## src/rtl/uart_line_tx.sv

```systemverilog
// uart_line_tx: FIFO-buffered 8N1/8N2 UART transmitter with a programmable bit period.
module uart_line_tx #(
  parameter int DATA_WIDTH = 8,
  parameter int FIFO_DEPTH = 4,
  parameter int DIV_WIDTH  = 16
) (
  input  logic                        clock,
  input  logic                        reset,
  input  logic                        in_valid,
  output logic                        in_ready,
  input  logic [DATA_WIDTH-1:0]       in_bits,
  input  logic [DIV_WIDTH-1:0]        div,
  input  logic                        nstop,
  output logic                        txd,
  output logic                        busy,
  output logic [$clog2(FIFO_DEPTH):0] count
);
  localparam int AW = $clog2(FIFO_DEPTH);
  localparam int BW = $clog2(DATA_WIDTH);
  typedef enum logic [1:0] {IDLE, START, DATA, STOP} state_e;
  state_e                state_q;
  logic [DATA_WIDTH-1:0] mem_q [FIFO_DEPTH];
  logic [AW-1:0]         wr_q, rd_q;
  logic [AW:0]           count_q, count_d;
  logic [DATA_WIDTH-1:0] shift_q;
  logic [DIV_WIDTH-1:0]  div_q, baud_q;
  logic [BW-1:0]         bit_q;
  logic                  nstop_q, txd_q, push, pop, bit_done, stop_done;
  assign in_ready = !reset && count_q != (AW+1)'(FIFO_DEPTH);
  assign txd      = txd_q;
  assign busy     = state_q != IDLE || count_q != '0;
  assign count    = count_q;
  // In STOP, bit_q[0] counts stop bits; the frame ends once it reaches nstop_q.
  always_comb begin
    push      = in_valid && in_ready;
    bit_done  = baud_q == div_q;
    stop_done = state_q == STOP && bit_done && bit_q[0] == nstop_q;
    pop       = count_q != '0 && (state_q == IDLE || stop_done);
    count_d   = count_q + (AW+1)'(push) - (AW+1)'(pop);
  end
  always_ff @(posedge clock)
    if (push) mem_q[wr_q] <= in_bits;
  always_ff @(posedge clock) begin
    if (reset) begin
      state_q <= IDLE;
      txd_q   <= 1'b1;
      baud_q  <= '0;
      bit_q   <= '0;
      wr_q    <= '0;
      rd_q    <= '0;
      count_q <= '0;
      shift_q <= '0;
      div_q   <= '0;
      nstop_q <= 1'b0;
    end else begin
      count_q <= count_d;
      if (push) wr_q <= wr_q + AW'(1);
      if (pop) begin
        rd_q    <= rd_q + AW'(1);
        shift_q <= mem_q[rd_q];
        div_q   <= div;
        nstop_q <= nstop;
        baud_q  <= '0;
        bit_q   <= '0;
        state_q <= START;
        txd_q   <= 1'b0;
      end else begin
        case (state_q)
          IDLE: txd_q <= 1'b1;
          START:
            if (bit_done) begin
              state_q <= DATA;
              txd_q   <= shift_q[0];
              baud_q  <= '0;
              bit_q   <= '0;
            end else baud_q <= baud_q + DIV_WIDTH'(1);
          DATA:
            if (bit_done) begin
              baud_q <= '0;
              if (bit_q == BW'(DATA_WIDTH-1)) begin
                state_q <= STOP;
                txd_q   <= 1'b1;
                bit_q   <= '0;
              end else begin
                bit_q   <= bit_q + BW'(1);
                shift_q <= shift_q >> 1;
                txd_q   <= shift_q[1];
              end
            end else baud_q <= baud_q + DIV_WIDTH'(1);
          STOP:
            if (bit_done) begin
              baud_q <= '0;
              if (stop_done) state_q <= IDLE;
              else bit_q <= bit_q + BW'(1);
            end else baud_q <= baud_q + DIV_WIDTH'(1);
          default: state_q <= IDLE;
        endcase
      end
    end
  end
endmodule

```

## config.mk

```make
export PLATFORM = sky130hd
export DESIGN_NAME = uart_line_tx
export DESIGN_NICKNAME = d
export VERILOG_FILES = /design/src/rtl/uart_line_tx.sv
export SDC_FILE = /design/constraint.sdc
export NUM_CORES = 1
export LEC_CHECK = 0
export CAP_MARGIN = 20
export CORE_MARGIN = 1.5
export CORE_UTILIZATION = 46
export CTS_CLUSTER_DIAMETER = 150
export DETAILED_ROUTE_END_ITERATION = 8
export PLACE_DENSITY = 0.77
export SLEW_MARGIN = 40
export SYNTH_ARGS = -nofsm -noshare
export SYNTH_HDL_FRONTEND = slang
export SYNTH_SLANG_ARGS = --single-unit
```

## constraint.sdc

```tcl
create_clock -name clock -period 3.8 [get_ports clock]
set_clock_uncertainty 0.15 [all_clocks]
set_input_delay 0.76 -clock clock [delete_from_list [all_inputs] [get_ports clock]]
set_output_delay 0.76 -clock clock [all_outputs]
set_load 0.02 [all_outputs]
```

Word-level counts from Yosys, hierarchy flattened
Memories as Yosys holds them, arrays and structs flattened. A register that Yosys moved wholly into a read port is not among the register bits.
Index checks and enable logic that the tools add are counted.
{"block": "totals", "register_bits": 54, "ramBits": 32, "in_bits": 28, "wordCells": 87, "mem_count": 1}
{"block": "op_classes", "n_addsub": 6, "eq_ne": 19, "n_mux": 27, "n_reduce_logical": 23}
{"memory": "mem_q", "words": 4, "word_bits": 8, "rd": 1, "rd_ports_with_merged_regs": 1, "write_ports": 1, "line": "22", "text": "logic [DATA_WIDTH-1:0] mem_q [FIFO_DEPTH];"}
{"operator": "$mux W8", "n": 4}
{"operator": "$ne A3 B3 Y1 const B", "n": 6}
{"operator": "$add A16 B1 Y16 const B", "n": 1}
{"operator": "$eq A16 B16 Y1", "n": 1}
{"operator": "$mux W16", "n": 1}
{"operator": "$mux W3", "n": 5}
{"operator": "$mux W2", "n": 7}
{"operator": "$ne A2 B2 Y1 const B", "n": 7}
{"operator": "$reduce_and A6 Y1", "n": 2}
{"operator": "$pmux W3 S3", "n": 1}
{"operator": "$reduce_bool A4 Y1", "n": 2}
{"operator": "$mux W1", "n": 7}
{"operator": "$pmux W2 S3", "n": 1}
{"operator": "$reduce_and A3 Y1", "n": 2}
{"operator": "$reduce_bool A2 Y1", "n": 3}
{"operator": "$reduce_bool A3 Y1", "n": 2}
{"operator": "$logic_and A1 B1 Y1", "n": 5}
{"operator": "$reduce_and A5 Y1", "n": 1}
{"operator": "$add A2 B1 Y2 const B", "n": 2}
{"operator": "$eq A2 B2 Y1 const B", "n": 2}
{"operator": "$add A3 B1 Y3", "n": 1}
{"operator": "$add A3 B1 Y3 const B", "n": 1}
{"operator": "$eq A3 B3 Y1 const B", "n": 1}
{"operator": "$pmux W1 S3", "n": 1}
{"operator": "other kinds (8)", "n": 9}

Longest topological paths before layout
{"block": "logic_depth", "ltp_word": 7, "depth_mapped": 13}

Least setup slack after synthesis
OpenSTA, ideal clock, no wires.
{"block": "synth_path", "kind": "input to register", "start": "in reset", "end": "reg count_q[2] (netlist: count[2])", "t_arrival_ns": 2.725, "t_required_ns": 3.522, "setup_slack_ns": 0.798, "cell_stages": 10, "n_path_buf": 0, "path_cell_list": "a21oi_1 > and2_1 > inv_1 > ha_1 > inv_1 > ha_1 > fa_1 > xnor2_1 > xnor2_1 > nor2_1"}
{"block": "synth_via", "elab_chain_cells": 5}
{"element": "start: declaration", "line": "8", "text": "input logic reset,"}
{"element": "$logic_not A1 Y1", "line": "29", "text": "assign in_ready = !reset && count_q != (AW+1)'(FIFO_DEPTH);"}
{"element": "$logic_and A1 B1 Y1", "line": "29"}
{"element": "$logic_and A1 B1 Y1", "line": "35", "text": "push = in_valid && in_ready;"}
{"element": "$add A3 B1 Y3", "line": "39", "text": "count_d = count_q + (AW+1)'(push) - (AW+1)'(pop);"}
{"element": "$sub A3 B1 Y3", "line": "39"}
{"element": "end signal: assignment", "line": "56", "text": "count_q <= count_d;"}
{"element": "end: declaration", "line": "24", "text": "logic [AW:0] count_q, count_d;"}
Several ways; a longest one is shown, not always the timed one.
A chain may end at the register's enable or synchronous reset.

Final worst setup path
{"block": "layout_path", "start": "in reset", "end": "out in_ready"}
{"block": "layout_via", "elab_chain_cells": 2}
{"element": "$logic_not A1 Y1", "line": "29"}
{"element": "$logic_and A1 B1 Y1", "line": "29"}
{"element": "end: declaration", "line": "10", "text": "output logic in_ready,"}
Every way passes these cells.

==> run summary <==
Synth-to-Final Area Change - 15.9%
critical-path maximum fanout - 6
Max-cap violations - 0
Final Hold Fails - 0
Fin Hold WS - 0.322 ns
Ports - 34
pin count of the biggest net entering global routing - 39
Buffers on Ports - 33
Achievable Freq - 0.328 GHz
cts bufs inserted - 9
sequential-to-total area share from yosys stat - 0.537
WL/cell - 14.2 µm
Residual DRC - 0
Gate Count Post-Synth - 355
area taken by multi-input logic gates - 0.00168 mm²
Worst Tran Pin Value - 0.531 ns
share of cells above drive strength 1 - 0.0967
CP arrival - 2.14 ns
status - finished, final reports clean
top cells by area, synth - dfxtp_1 (29%), edfxtp_1 (25%), xor2_1 (5.0%)
DR pass1 iterations - 4
num rows - 33
post-cts resize count - 0
antenna violations before repair - 0
Avg Cell Area, Syn - 10.9 µm²
complex-gate fraction of the synthesized area - 0.0784
Final min period - 3.05 ns
final WL - 7.07 mm
# diodes - 0
Avg Vias per Cell - 5.24
kind of critical path - in2out
library cells used by synthesis - 44
Post-Syn Nets - 398
die area - 0.00899 mm²
Max Slew Vio Count - 0
Core ar. - 0.00818 mm²
Nets - 431
Synth top cells by count - dfxtp_1 (56), nand2_1 (46), edfxtp_1 (32)
Post-CTS Hold Fix Bufs - 0
All-Layer GR Usage - 0.176
Congestion Overflow GR - 0
DIE HEIGHT - 94.8 µm
post-synthesis xor/xnor area fraction - 0.0722
drt initial violations - 94
Filler Cell Count - 701
largest family of logic cells by synthesized area - simple AND/OR/NAND/NOR gates
FF/Latch Area - 0.00208 mm²
first-pass GRT wire length - 12.0 mm
CP required - 2.89 ns
post-synthesis mux area share - 0.0751
Slew headroom - 0.645
PD cells - 655 mW/mm²
Worst-Skew Late Latency - 0.37 ns
RSZ-0062 raised after global routing - false
endpoint class of the critical path - output pin
cell taking the most area after synthesis - dfxtp_1
Post-synth EDFFs - 32
Synth async-reset ratio - 0
flops & latches, synth - 88
min-delay worst type - reg2reg
Starting Density - 0.475
CTS tree - yes
maximum VDD drop - 0.426 mV
Synth Area in Simple Gates - 0.156
via count - 2608
clk root buf - clkbuf_8
P_leak - 1.69 nW
clock buffer depth - 2
Synth top area share - 0.289
Final period util - 0.802
# H-tree levels - 3
vias in the first global route - 2608
Post-DRT Antenna Nets - 0
most frequent cell after synthesis - dfxtp_1
setup bufs post-CTS - 0
RePlAce Congestion - 0.892
Setup violations, final - 0
Warnings, synthesis - 0
Clock transition at path regs - 0.10 ns
startpoint types - primary input
post-synthesis instance area - 0.00388 mm²
setup_tns - 0 ns
post-synthesis adder-cell area fraction - 0.0503
top_reg_cell synth - dfxtp_1
Clock Sink Count - 88
die width - 94.8 µm
DP Wirelength - 4.83 mm
-- through the flow --
| step | instance area [µm²] | cells | setup WS [ns] | total power, W | utilization |
|---|---|---|---|---|---|
| 4_1_cts | 4500 | 498 | 0.741 | 0.00298 | 0.550 |
| 6_report | 4500 | 498 | 0.753 | 0.00295 | 0.550 |
| 5_1_grt | 4500 | 498 | 0.678 | 0.00316 | 0.550 |
| 3_5_place_dp | 4300 | 482 | 0.489 | 0.00234 | 0.526 |
| 2_1_floorplan | 3880 | 355 | 0.798 | 0.00206 | - |
| 3_3_place_gp | 4300 | 482 | 0.585 | 0.00230 | 0.526 |
-- report_power, final --
group	internal, W	switching [W]	total [W]	leakage (nW)
combinational	0.000452	0.000580	0.00103	0.835
clock	0.000262	0.000377	0.000638	0.102
sequential	0.00114	0.000136	0.00128	0.748
total	0.00186	0.00109	0.00295	1.69
-- layer usage --
metal	routed length (µm)	global-route usage
met5	0	0
met2	3530	0.300
met4	74	0.0597
met3	322	0.0588
met1	3140	0.208
-- worst max-delay path, cell delays in order --
cell             delay, ns
clkdlybuf4s50_1       0.41
a21oi_1               0.29
clkdlybuf4s50_1       0.67
-- layout by cell type, fill, tap and decap left out, types with 2 or more instances in the layout --
| master | instances |
|---|---|
| inv_1 | 12 |
| nand3b_1 | 2 |
| a311oi_1 | 2 |
| o21ai_0 | 7 |
| edfxtp_1 | 32 |
| ha_1 | 14 |
| or3_1 | 6 |
| and2_1 | 2 |
| clkdlybuf4s50_1 | 33 |
| inv_8 | 4 |
| mux4_2 | 8 |
| a211oi_1 | 8 |
| o31ai_1 | 2 |
| dfxtp_1 | 56 |
| and3_1 | 9 |
| or2_2 | 2 |
| xnor2_1 | 10 |
| nor4_2 | 4 |
| nor2b_1 | 6 |
| nor3_1 | 2 |
| buf_4 | 4 |
| xor2_1 | 22 |
| nor2_1 | 29 |
| clkbuf_8 | 9 |
| inv_6 | 2 |
| nand2_1 | 46 |
| nand3_1 | 6 |
| mux2i_1 | 10 |
| a21oi_1 | 26 |
-- logic make-up (layout without fill, tap and decap cells) --
group | after synthesis | after routing
AOI/OAI and AO/OA | 51 | 51
xor gates and xnor gates | 32 | 32
adders and majority gates | 15 | 15
buffers and inverters | 28 | 66
DFF | 88 | 88
muxes | 19 | 19
and+or+nand+nor | 122 | 122
-- final timing paths --
| kind | startpoint | end | slack [ns] | depth (start not counted) |
|---|---|---|---|---|
| max | reset | in_ready | 0.75 | 3 |
| min | div_q[9]$_SDFFE_PP0P_ | div_q[9]$_SDFFE_PP0P_ | 0.32 | 2 |
| max reg2reg | baud_q[7]$_SDFFE_PP0N_ | count[2]$_SDFF_PP0_ | 0.96 | 12 |
| min reg2reg | div_q[9]$_SDFFE_PP0P_ | div_q[9]$_SDFFE_PP0P_ | 0.32 | 2 |
-- cell type report --
type,instances,share of cell area
Clock buffer,9,0.0275
Clock inverter,7,0.0159
Inverter,13,0.0108
Multi-Input combinational cell,239,0.374
Sequential cell,88,0.463
Tap cell,105,0.0292
Timing Repair Buffer,37,0.0801
-- registers in the layout, indices dropped and copies added (netlist names), named ones only --
signal	count
count	3
rd_q	2
mem_q	32
state_q	2
baud_q	16
txd	1
shift_q	8
bit_q	3
wr_q	2
nstop_q	1
div_q	16
Power figures use the tool's default switching activity.
